### src/rtl/delay_arbiter.sv
// delay_arbiter: round-robin arbiter that feeds one word per cycle into an
// external, non-resettable delay line and tracks each word with a {valid, id}
// tag pipeline of matching latency, so the returned word comes back labelled
// with its requester.
// Optional feature macro: DELAY_ARB_PRIORITY0_EN -- when defined, requester 0
// wins whenever it is valid and requesters 1..NUM_REQ-1 share round-robin.
module delay_arbiter #(
    parameter int BIT_WIDTH = 8,
    parameter int NUM_REQ   = 4,
    parameter int LATENCY   = 3
) (
    input  logic                         clock,
    input  logic                         rst,
    input  logic                         enable,
    input  logic                         flush,
    input  logic [NUM_REQ-1:0]           req_valid,
    input  logic [NUM_REQ*BIT_WIDTH-1:0] req_data,
    output logic [NUM_REQ-1:0]           req_ready,
    output logic                         dly_enable,
    output logic [BIT_WIDTH-1:0]         dly_in_data,
    input  logic [BIT_WIDTH-1:0]         dly_out_data,
    output logic                         out_valid,
    output logic [$clog2(NUM_REQ)-1:0]   out_id,
    output logic [BIT_WIDTH-1:0]         out_data,
    output logic                         busy
);

    localparam int              ID_W    = $clog2(NUM_REQ);
    localparam int              CNT_W   = $clog2(LATENCY + 1);
    localparam logic [ID_W:0]   NREQ    = (ID_W + 1)'(NUM_REQ);
    localparam logic [ID_W-1:0] LAST_ID = ID_W'(NUM_REQ - 1);

    // Round-robin pointer: index searched first on the next arbitration
    logic [ID_W-1:0]    ptr;

    // Arbitration results
    logic [NUM_REQ-1:0] cand;
    logic               gnt_any;
    logic [ID_W-1:0]    gnt_id;
    logic [ID_W:0]      slot;
    logic               xfer;

    // Tag pipeline travelling alongside the external delay line
    logic [LATENCY-1:0] tag_vld_p;
    logic [ID_W-1:0]    tag_id_p [LATENCY];

    // Number of valid tags currently in flight
    logic [CNT_W-1:0]   cnt;

    // Find the first eligible requester at or above the pointer, wrapping
    always_comb begin
        cand    = req_valid;
        gnt_any = 1'b0;
        gnt_id  = '0;
        slot    = '0;
`ifdef DELAY_ARB_PRIORITY0_EN
        // Requester 0 is handled by the override below, not by the rotation
        cand[0] = 1'b0;
`endif
        for (int k = 0; k < NUM_REQ; k++) begin
            slot = {1'b0, ptr} + (ID_W + 1)'(k);
            if (slot >= NREQ) begin
                slot = slot - NREQ;
            end
            if (!gnt_any && cand[slot[ID_W-1:0]]) begin
                gnt_any = 1'b1;
                gnt_id  = slot[ID_W-1:0];
            end
        end
`ifdef DELAY_ARB_PRIORITY0_EN
        if (req_valid[0]) begin
            gnt_any = 1'b1;
            gnt_id  = '0;
        end
`endif
    end

    // Qualify the grant into a transfer and steer the winner's data out
    always_comb begin
        xfer        = gnt_any && enable && !flush && !rst;
        req_ready   = '0;
        dly_in_data = '0;
        for (int i = 0; i < NUM_REQ; i++) begin
            if (xfer && (gnt_id == ID_W'(i))) begin
                req_ready[i] = 1'b1;
                dly_in_data  = req_data[i*BIT_WIDTH +: BIT_WIDTH];
            end
        end
    end

    assign dly_enable = enable;
    assign out_valid  = tag_vld_p[LATENCY-1];
    assign out_id     = tag_id_p[LATENCY-1];
    assign out_data   = dly_out_data;
    assign busy       = (cnt != '0);

    // Advance the pointer past the requester that just transferred
    always_ff @(posedge clock) begin
        if (rst) begin
            ptr <= '0;
        end else if (xfer) begin
            ptr <= (gnt_id == LAST_ID) ? '0 : gnt_id + 1'b1;
        end
    end

    // Shift tags in lock-step with the delay line; flush kills every valid
    always_ff @(posedge clock) begin
        if (rst) begin
            tag_vld_p <= '0;
            for (int k = 0; k < LATENCY; k++) begin
                tag_id_p[k] <= '0;
            end
        end else begin
            if (enable) begin
                tag_vld_p[0] <= xfer;
                tag_id_p[0]  <= gnt_id;
                for (int k = 1; k < LATENCY; k++) begin
                    tag_vld_p[k] <= tag_vld_p[k-1];
                    tag_id_p[k]  <= tag_id_p[k-1];
                end
            end
            // Flush acts even while frozen and overrides the shift above
            if (flush) begin
                tag_vld_p <= '0;
            end
        end
    end

    // In-flight count: entries in, words out the far end
    always_ff @(posedge clock) begin
        if (rst || flush) begin
            cnt <= '0;
        end else if (enable) begin
            if (xfer && !out_valid) begin
                cnt <= cnt + 1'b1;
            end else if (!xfer && out_valid) begin
                cnt <= cnt - 1'b1;
            end
        end
    end

endmodule

### config.mk
export PLATFORM = sky130hd
export DESIGN_NAME = delay_arbiter
export DESIGN_NICKNAME = d
export VERILOG_FILES = /design/src/rtl/delay_arbiter.sv
export SDC_FILE = /design/constraint.sdc
export NUM_CORES = 1
export LEC_CHECK = 0
export CORE_AREA = 2 2 47 49
export DETAILED_ROUTE_END_ITERATION = 16
export DIE_AREA = 0 0 49 51
export DONT_BUFFER_PORTS = 1
export GPL_TIMING_DRIVEN = 0
export PLACE_DENSITY = 0.86
export SLEW_MARGIN = 0
export SYNTH_ARGS = -nofsm -noshare
export SYNTH_HDL_FRONTEND = slang
export SYNTH_SLANG_ARGS = --single-unit
### constraint.sdc
create_clock -name clock -period 2.8 [get_ports clock]
set_input_delay 0.56 -clock clock [delete_from_list [all_inputs] [get_ports clock]]
set_output_delay 0.56 -clock clock [all_outputs]
set_load 0.1 [all_outputs]
* Word-level counts from Yosys, hierarchy flattened *
Memories as Yosys holds them, arrays and structs flattened.
Index checks and enable logic that the tools add are counted.

word-level totals
  bits in registers = 7
  latch bits = 0
  memory bits (writable) = 6
  memory bits (read-only) = 0
  input bits = 48
  output and inout bits = 25
  word-level logic and storage cells = 92
  memories = 1

memories
  name      depth  bits a word  read ports  clocked after Yosys merged registers in  wr ports  RTL line  text
  tag_id_p  3      2            3           0                                        3         45        logic [ID_W-1:0] tag_id_p [LATENCY];

cells by class
  $add $sub $neg = 10
  multiply operators = 0
  divide/modulo/power cells = 0
  $lt $le $gt $ge = 8
  eq/ne operators = 3
  shifts and indexed selects = 0
  muxes and demuxes = 39
  bitwise logic cells = 3
  reductions and logical operators = 25

operator list
  kind                   count
  $mux W8                4
  $mux W2                14
  $mux W1                17
  $logic_and A1 B1 Y1    12
  $lt A2 B3 Y1 const B   4
  $sub A2 B1 Y2 const B  5
  $ge A3 B3 Y1 const B   3
  $bmux W1 S2            4
  $logic_not A1 Y1       7
  $add A2 B2 Y3 const B  2
  $add A2 B1 Y2 const B  2
  $eq A2 B2 Y1 const B   2
  $reduce_bool A2 Y1     2
  $add A2 B1 Y3 const B  1
  $ge A2 B3 Y1 const B   1
  $or A1 B1 Y1           3
  $eq A2 B1 Y1 const B   1
  $logic_not A2 Y1       1
  $reduce_and A2 Y1      1
  $reduce_or A2 Y1       1
  $logic_or A1 B1 Y1     1

* Logic depth before layout (Yosys ltp) *
Gate-level depths: netlist of run 1.

  depth after elaboration = 22
  gate-level depth with buffers = 9
  gate-level depth less buffers = 7

* Worst setup path before layout of run 1 *
OpenSTA, ideal clock, no wires.

  path kind = input to output
  start point = input port req_valid[0]
  end point = output port dly_in_data[3]
  arrival time = 3454 ps
  data required time = 2240 ps
  setup slack = -1214 ps
  stages on the path = 8
  path buffers = 1
  path through = a21oi_1 nor3b_1 or3_1 ha_1 buf_2 nand3b_1 a221o_1 a21oi_1

between the ends
  longest elaborated chain between the ends = 20
  elaborated cells on any way between the ends = 37
  classes of those cells = eq/ne (3); mux (20); reduce/logical (14)

ends and longest elaborated chain
  item                              RTL line  text
  start: declaration                16        input logic [NUM_REQ-1:0] req_valid,
  $bmux W1 S2                       65        if (!gnt_any && cand[slot[ID_W-1:0]]) begin
  $mux W1 (not written as such)     65
  $mux W1                           65
  $logic_not A1 Y1                  65
  $logic_and A1 B1 Y1               65
  $mux W1                           65
  $logic_not A1 Y1                  65
  $logic_and A1 B1 Y1               65
  $mux W1                           65
  $logic_not A1 Y1                  65
  $logic_and A1 B1 Y1               65
  $mux W1                           65
  $logic_and A1 B1 Y1 (3 in a row)  80        xfer = gnt_any && enable && !flush && !rst;
  $logic_and A1 B1 Y1               84        if (xfer && (gnt_id == ID_W'(i))) begin
  $mux W8 (3 in a row)              84
  $mux W8 *                         84
  end: declaration                  20        output logic [BIT_WIDTH-1:0] dly_in_data,

Every way passes the cells marked *; elsewhere a longest branch is shown, timed or not. The select of a mux whose other input is x is not followed.

* Worst setup path in the final report of run 1 *
  start point = register ptr[0]
  end point = output port dly_in_data[0]

between the ends
  longest elaborated chain between the ends = 22
  elaborated cells on any way between the ends = 52
  classes of those cells = add/sub (7); order compare (4); eq/ne (3); mux (24); reduce/logical (14)

ends and longest elaborated chain
  item                                                    RTL line  text
  start: declaration                                      34        logic [ID_W-1:0] ptr;
  start signal: assignment                                102       ptr <= (gnt_id == LAST_ID) ? '0 : gnt_id + 1'b1;
  branches (longest 21 deep; another with $add A2 B1 Y3)  n/a
  $mux W8 *                                               84

Every way passes the cells marked *. The select of a mux whose other input is x is not followed.

==> flow_summary.yaml, run 1 <==
worst_setup_path:
  worst_path_largest_cell_delay_ns: 0.60
  arrival_ns: 2.65
  path_buf_inv: 1
  r2r_setup_slack_ns: 0.67
  path_cells: "or2b_1, a21oi_2, or3_4, ha_4, buf_12, nand3b_1, a221o_1, a21oi_4"
  rr_worst_depth: 5
  end_kind: "output pin"
  crit_slowest_cell: "a21oi_4"
  crit_path_max_fanout: 5
  critPathKind: "register to output pin"
  timing.rr.end: "cnt[1]"
  cp_top_family: "compound AO/OA/AOI/OAI gates"
  start_kind: "register"
  rr_startpoint: "tag_vld_p[2]"
  worstPathRequired_ns: 2.24
timing:
  setup_viol: 8
  finalMaxSlewViolations: 0
  fin_worst_skew_ns: 0.00129
  max_freq_mhz: 311
  slew_headroom_pct: 33.6
  hold_viol_final: 0
  timing.final.ws_setup_ns: -0.411
  finalCritPeriodShare_pct: 115
  rsz0062_at_grt: "yes"
  worst_pin_slew_ns: 0.995
  post-route-min-period_ns: 3.21
drt:
  topRoutingLayerUsed: "met4"
  dr_wl_met3_um: 160
  wl_met2_mm: 1.39
  drt-initial-drc-count: 15
  drc_errors: 0
  wl_met1_mm: 1.06
  num_vias: 1034
  vias_per_cell: 5.84
  totalWireLength_mm: 2.64
  wl_per_cell_um: 14.9
  first_pass_iters: 4
  ant_nets: 0
placement:
  dpl_cell_area_um2: 1340
  place_inst: 168
  place_ws_ns: -0.453
  dpl.hpwl_mm: 2.02
  io_buffers: 0
  place.gp.congestion: 0.772
power_and_ir_drop:
  netSwitchingPower_uw: 274
  power_frac_seq_pct: 32.8
  p_comb_share_pct: 49.3
  finalPower_uw: 642
  p_clk_share_pct: 17.9
  switching_share_pct: 42.7
  p_leak_uw: 0.000585
  p_int_uw: 368
  p_per_area_nw_per_um2: 441
  vdd_drop_max_uv: 381
flow_run:
  cap_violations: 0
logic_synthesis:
  synth.top_cell.area_share_pct: 15.4
  syn_avg_cell_area_um2: 8.34
  synthCells: 140
  ys_ff_latch: 13
  synth_nets: 193
  yosysWarnings: 0
  ys_top_cells_by_area: "edfxtp_1 (15%), dfxtp_1 (12%), a21oi_1 (8.6%)"
  async_reset_ff_share_pct: 0
  yosys.cell_count.top_type: "a21oi_1"
  yosys.area.top_type: "edfxtp_1"
  syn-cell-area_um2: 1170
  synth_edf_count: 6
  netlist-cell-type-count: 41
  yosysSeqAreaShare_pct: 27.4
  synth-main-ff-cell: "dfxtp_1"
  ys_top_cells_by_count: "a21oi_1 (20), inv_1 (13), buf_4 (11)"
floorplanning:
  die_area_um2: 2500
  rows: 17
  fp.dieH_um: 51
  ioPinCount: 73
  start_util_pct: 56.6
  core_um2: 2060
  die_w_um: 49
hold_path:
  hold_end: "ptr[1]"
  hold_start: "rst"
  hold_class: "input pin to register"
  min_path_cells: 1
cts:
  clock_path_buffers: 2
  clkTransAtPathRegs_ns: 0.08
  cts-root-buf: "clkbuf_4"
  clk_latency_ns: 0.27
  h-tree-depth: 1
  cts_buffers: 3
  tritoncts: "yes"
  hold_buffers: 0
  cts.sinks: 13
final_layout:
  final_cell_area_um2: 1460
  diodes: 0
  utilization_pct: 70.6
  nets: 203
  final_cells: 177
  layout-drive-gt1-share_pct: 39.6
  area_growth_pct: 24.8
global_routing:
  grt_pass1_wl_mm: 4.35
  antenna_found_initial: 0
  grt_max_degree: 11
  grt_pass1_vias: 1006
  gr-usage-all-layers_pct: 22.3
  grt_overflow: 0
status:
  violations: "negative setup slack"
  status: "finished with violations"
==> worst max-delay path by stage <==
stage                     slack [ns]             end  cells past startpoint          from
after floorplan                -0.27  dly_in_data[3]                      8  req_valid[0]
after global placement         -0.43  dly_in_data[3]                      8  req_valid[0]
after detailed placement       -0.45  dly_in_data[3]                      8  req_valid[0]
after CTS                      -0.39  dly_in_data[3]                      9        ptr[0]
after global routing           -0.51  dly_in_data[3]                      9        ptr[0]
final                          -0.41  dly_in_data[0]                      8        ptr[0]
==> area by class of cell <==
cell class | count | area, um2
flip-flops and latches | 13 | 325
plain buffers | 18 | 158
repair buffers | 6 | 65.1
fillers | 170 | 607
well taps | 28 | 35.0
multi-input cells | 94 | 791
inverters | 14 | 55.1
clock inverters | 1 | 5.00
clock buffers | 3 | 22.5
==> sequential cells by signal, indices dropped and copies added, names as in the netlist <==
name and cells:
tag_id_p 6, ptr 2, tag_vld_p 3, cnt 2
==> worst reg2reg max path, cell delays in order (launching register included) <==
cell	delay [ns]
dfxtp_1	0.99
inv_1	0.11
ha_1	0.32
nand2b_1	0.17
or3_1	0.35
a21oi_1	0.13
==> cells by family after synthesis <==
family,after synthesis,share of synthesized area (%)
and+or+nand+nor,48,26.3
muxes,3,2.57
adders and majority gates,5,5.36
xor gates and xnor gates,2,1.50
DFF,13,27.4
buffers and inverters,33,16.0
AOI/OAI and AO/OA,36,20.9
==> power groups by stage <==
stage,clock network (uW),registers [uW],logic [uW]
final,115,211,317
after global routing,129,212,334
after CTS,119,211,314
after detailed placement,0,216,286
after global placement,0,215,279
after floorplan,0,215,263
==> through the flow <==
step                TNS (ns)  hold WS (ns)
floorplan              -1.85         0.452
CTS                    -2.94         0.321
detailed placement     -3.28         0.481
global placement       -3.08         0.462
finish                 -2.89         0.332
global route           -3.87         0.306
==> per-layer routing <==
metal / global-route usage [%] / vias up
li1: - / 499
met1: 23.6 / 486
met2: 42.5 / 45
met3: 4.68 / 4
met4: 10.0 / 0
met5: 0 / -
==> what timing repair did <==
action,4_1_cts,5_1_grt
gates resized for setup,10,0
endpoints found under the setup margin,10,9
gates cloned,2,0
setup buffers,4,0
pin swaps,10,5
==> placed cells by master (no fill, tap or decap), types with 2 or more instances in the layout <==
cell      count
buf_2         2
and3_2        3
dfxtp_1       5
a21oi_4       8
buf_12        2
a221o_1       8
or2_2         3
and2_1        4
clkbuf_4      4
a21oi_1       9
ha_1          3
a21oi_2       4
edfxtp_1      6
nand2_1       8
buf_4        13
inv_1        13
nand3b_1      8
xor2_1        2
nand2b_1      2
mux2i_1       3
nor2_1        6
buf_6         6
Power figures use the tool's default switching activity.
==> inputs of run 2 (changes only) <==
Settings changed: TNS_END_PERCENT from default to 10.
==> run 2 against run 1 <==
The flow still finishes with violations (negative setup slack). Sequential cell count unchanged. Clock skew decreased by 0.00056 ns. Hold slack got worse by 0.00053 ns. Die area unchanged. Clock-buffer cell count increased by 1. First-iteration DRC count increased by 27%. Non-clock buffer count unchanged. Final cell count unchanged. Worst setup slack got worse by 0.0081 ns. Clock power about the same. Wire length decreased by 1.5%.
==> flow_summary.yaml, run 2 (same netlist as run 1, synthesis figures left out) <==
global_routing:
  gr-usage-all-layers_pct: 21.1
  grt_pass1_wl_mm: 4.08
  grt_pass1_vias: 885
  antenna_found_initial: 0
  grt_overflow: 0
  grt_max_degree: 11
floorplanning:
  rows: 17
  fp.dieH_um: 51
  core_um2: 2060
  ioPinCount: 73
  start_util_pct: 56.6
  die_w_um: 49
  die_area_um2: 2500
drt:
  ant_nets: 0
  totalWireLength_mm: 2.60
  vias_per_cell: 5.79
  first_pass_iters: 4
  drc_errors: 0
  wl_met1_um: 992
  wl_met2_mm: 1.46
  drt-initial-drc-count: 19
  dr_wl_met3_um: 138
  num_vias: 1024
  wl_per_cell_um: 14.7
  topRoutingLayerUsed: "met4"
cts:
  cts-root-buf: "clkbuf_4"
  hold_buffers: 0
  cts.sinks: 13
  tritoncts: "yes"
  clkTransAtPathRegs_ns: 0.07
  clock_path_buffers: 2
  h-tree-depth: 1
  clk_latency_ns: 0.27
  cts_buffers: 3
timing:
  finalMaxSlewViolations: 0
  fin_worst_skew_ns: 0.000725
  rsz0062_at_grt: "yes"
  post-route-min-period_ns: 3.22
  hold_viol_final: 0
  worst_pin_slew_ns: 0.988
  setup_viol: 8
  slew_headroom_pct: 34.0
  max_freq_mhz: 311
  finalCritPeriodShare_pct: 115
  timing.final.ws_setup_ns: -0.419
placement:
  place.gp.congestion: 0.789
  place_ws_ns: -0.480
  place_inst: 168
  dpl.hpwl_mm: 2.01
  dpl_cell_area_um2: 1340
  io_buffers: 0
status:
  violations: "negative setup slack"
  status: "finished with violations"
final_layout:
  final_cells: 177
  most-common-layout-cells: "buf_4 (15), inv_1 (13), a21oi_4 (9), a21oi_1 (9)"
  layout-drive-gt1-share_pct: 38.3
  nets: 203
  final_cell_area_um2: 1450
  largest-register: "tag_id_p"
  area_growth_pct: 24.2
  fillers: 176
  largest_reg_flops: 6
  final_common_cell: "buf_4"
  diodes: 0
  reg_top3: "tag_id_p x6, tag_vld_p x3"
  regArea_um2: 325
  multi_input_area_um2: 796
worst_setup_path:
  start_kind: "register"
  end_kind: "output pin"
  r2r_setup_slack_ns: 0.68
  arrival_ns: 2.66
  worstPathRequired_ns: 2.24
  critPathKind: "register to output pin"
  crit_path_max_fanout: 10
hold_path:
  hold_class: "input pin to register"
power_and_ir_drop:
  p_leak_uw: 0.000583
  vdd_drop_max_uv: 435
  p_per_area_nw_per_um2: 435
flow_run:
  cap_violations: 0
## run 2: routing by layer
| layer | GRT usage, % | up-vias |
|---|---|---|
| met1 | 24.1 | 478 |
| li1 | - | 503 |
| met4 | 4.29 | 0 |
| met5 | 0 | - |
| met2 | 39.0 | 41 |
| met3 | 6.14 | 2 |
## run 2: path summary, 6_finish.rpt
kind / start / to / depth (start not counted)
min: rst / ptr[1] / 1
max reg2reg: tag_vld_p[2] / cnt[1] / 5
min reg2reg: cnt[1] / cnt[1] / 2
max: ptr[1] / dly_in_data[3] / 8
## run 2: through the flow
step | utilization (%) | TNS [ns] | power, uW | hold WS [ns]
final | 70.3 | -2.94 | 630 | 0.331
after CTS | 69.2 | -2.84 | 627 | 0.328
after global routing | 70.3 | -4.08 | 662 | 0.312
after global placement | 65.0 | -3.04 | 495 | 0.464
after floorplan | - | -1.85 | 477 | 0.452
after detailed placement | 65.0 | -3.50 | 501 | 0.469
## run 2: timing repair
action                                  4_1_cts  5_1_grt
resized for setup                             8        1
buffers inserted                              3        2
cloned                                        1        0
pin swaps                                     5        5
endpoints found under the setup margin       10       10
## run 2: where the power goes
group | internal [uW] | switching, uW | total, uW
clock network | 55.2 | 58.3 | 113
registers | 207 | 4.20 | 211
logic | 102 | 204 | 306
## run 2: layout make-up
cell class,instances,share of cell area [%]
multi-input combinational,94,54.9
clock buffer,4,1.81
inverter,14,3.80
timing repair buffer,6,3.80
buffer,18,10.9
tap,28,2.42
sequential,13,22.4
## run 2: critical path: stages, from the launching register on
cell      delay, ns
dfxtp_4        0.37
a21oi_4        0.12
nor3b_2        0.07
or3_4          0.39
ha_4           0.19
buf_6          0.14
nand3b_1       0.14
a221o_1        0.37
a21oi_4        0.60
==> inputs of run 3 (changes only) <==
Settings changed: REMOVE_ABC_BUFFERS from default to 1.
==> run 3 against run 2 <==
Largest power group is now registers. Sequential share of layout area grew 1.8 points. The flow still finishes with violations (negative setup slack). Sequential cell count is the same. Final cell count shrank 9.6%. Fmax grew 1.2%. Design area shrank 8.2%. Global-route usage grew 0.42 points. Combinational power shrank 26%. Sequential power grew 7%. First-iteration DRC count grew 21%.
==> flow_summary.yaml, run 3 (same netlist as run 1, synthesis figures left out) <==
drt:
  vias_per_cell: 6.19
  wl_per_cell_um: 17.1
  num_vias: 990
  drc_errors: 0
  ant_nets: 0
  first_pass_iters: 4
  totalWireLength_mm: 2.74
  drt-initial-drc-count: 23
global_routing:
  grt_max_degree: 18
  grt_overflow: 0
  antenna_found_initial: 0
  grt_pass1_vias: 939
  gr-usage-all-layers_pct: 21.5
  grt_pass1_wl_mm: 4.20
timing:
  finalCritPeriodShare_pct: 114
  worst_pin_slew_ns: 1.00
  post-route-min-period_ns: 3.18
  rsz0062_at_grt: "yes"
  hold_viol_final: 0
  max_freq_mhz: 314
  setup_viol: 8
  whs_ns: 0.339
  timing.final.ws_setup_ns: -0.382
  slew_headroom_pct: 33.2
  fin_worst_skew_ns: 0.00642
  finalMaxSlewViolations: 0
  setup_tns_ns: -2.95
floorplanning:
  core_um2: 2060
  die_w_um: 49
  rows: 17
  ioPinCount: 73
  start_util_pct: 56.6
  die_area_um2: 2500
  fp.dieH_um: 51
final_layout:
  layout-drive-gt1-share_pct: 33.3
  diodes: 0
  nets: 186
  largest-register: "tag_id_p"
  utilization_pct: 64.5
  area_growth_pct: 14.0
  final_common_cell: "inv_1"
  fillers: 164
  reg_top3: "tag_id_p x6, tag_vld_p x3"
  final_cells: 160
  largest_reg_flops: 6
  most-common-layout-cells: "inv_1 (13), a21oi_1 (9), a21oi_4 (9)"
cts:
  h-tree-depth: 1
  clk_latency_ns: 0.27
  cts.sinks: 13
  hold_buffers: 0
  clock_path_buffers: 2
  clkTransAtPathRegs_ns: 0.08
  tritoncts: "yes"
  cts_buffers: 3
  cts-root-buf: "clkbuf_4"
status:
  violations: "negative setup slack"
  status: "finished with violations"
worst_setup_path:
  path_cells: "a21oi_2, nor3b_2, or3_4, ha_4, nand3b_1, a221o_1, a21oi_4"
  start_kind: "register"
  end_kind: "output pin"
  crit_path_max_fanout: 17
  worst_path_largest_cell_delay_ns: 0.60
  cp_top_family: "compound AO/OA/AOI/OAI gates"
  crit_slowest_cell: "a21oi_4"
  worstPathRequired_ns: 2.24
  path_buf_inv: 0
  arrival_ns: 2.62
  critPathKind: "register to output pin"
hold_path:
  hold_class: "input pin to register"
placement:
  dpl.hpwl_mm: 1.90
  place_inst: 149
  io_buffers: 0
  place.gp.congestion: 0.787
power_and_ir_drop:
  vdd_drop_max_uv: 208
  p_per_area_nw_per_um2: 421
  finalPower_uw: 560
  p_leak_uw: 0.000492
flow_run:
  cap_violations: 0
==> run 3: cell types whose count changed in the layout (fill, tap and decap cells not counted), sizes merged <==
cell / previous run / this run
buf: 23 / 7
clkbuf: 5 / 4
==> run 3: power by group <==
group	leakage, uW	switching (uW)	internal (uW)
logic	0.000353	139	87.0
clock network	0.0000150	53.7	55.0
registers	0.000124	18.2	208
total	0.000492	210	350
==> run 3: layout make-up <==
class | instances | area (um2) | area share (%)
inverter | 14 | 55.1 | 4.14
sequential | 13 | 323 | 24.2
timing repair buffer | 7 | 62.6 | 4.70
clock buffer | 4 | 26.3 | 1.97
multi-input combinational | 94 | 830 | 62.3
tap | 28 | 35.0 | 2.63
==> run 3: routing by layer <==
metal	track usage [%]	part of all wire, %
met5	0	0
met3	7.02	8.5
met1	24.0	39
met4	8.57	0.77
met2	37.9	52
==> run 3: what timing repair did <==
item,4_1_cts,5_1_grt
endpoints found under the setup margin,11,10
resized for setup,20,5
pin swaps,4,7
buffers inserted,0,7
==> run 3: per-stage QoR <==
step | area (um2) | setup WS (ns)
2_1_floorplan | 1040 | -1.16
3_3_place_gp | 1070 | -1.29
3_5_place_dp | 1100 | -0.804
4_1_cts | 1240 | -0.359
5_1_grt | 1330 | -0.468
6_report | 1330 | -0.382
==> run 3: worst paths after layout <==
check | cells after the start | startpoint | slack (ns) | to
max | 7 | ptr[1] | -0.38 | dly_in_data[1]
min | 1 | rst | 0.34 | ptr[1]
max reg2reg | 5 | tag_vld_p[2] | 0.64 | cnt[1]
min reg2reg | 2 | cnt[1] | 0.50 | cnt[1]
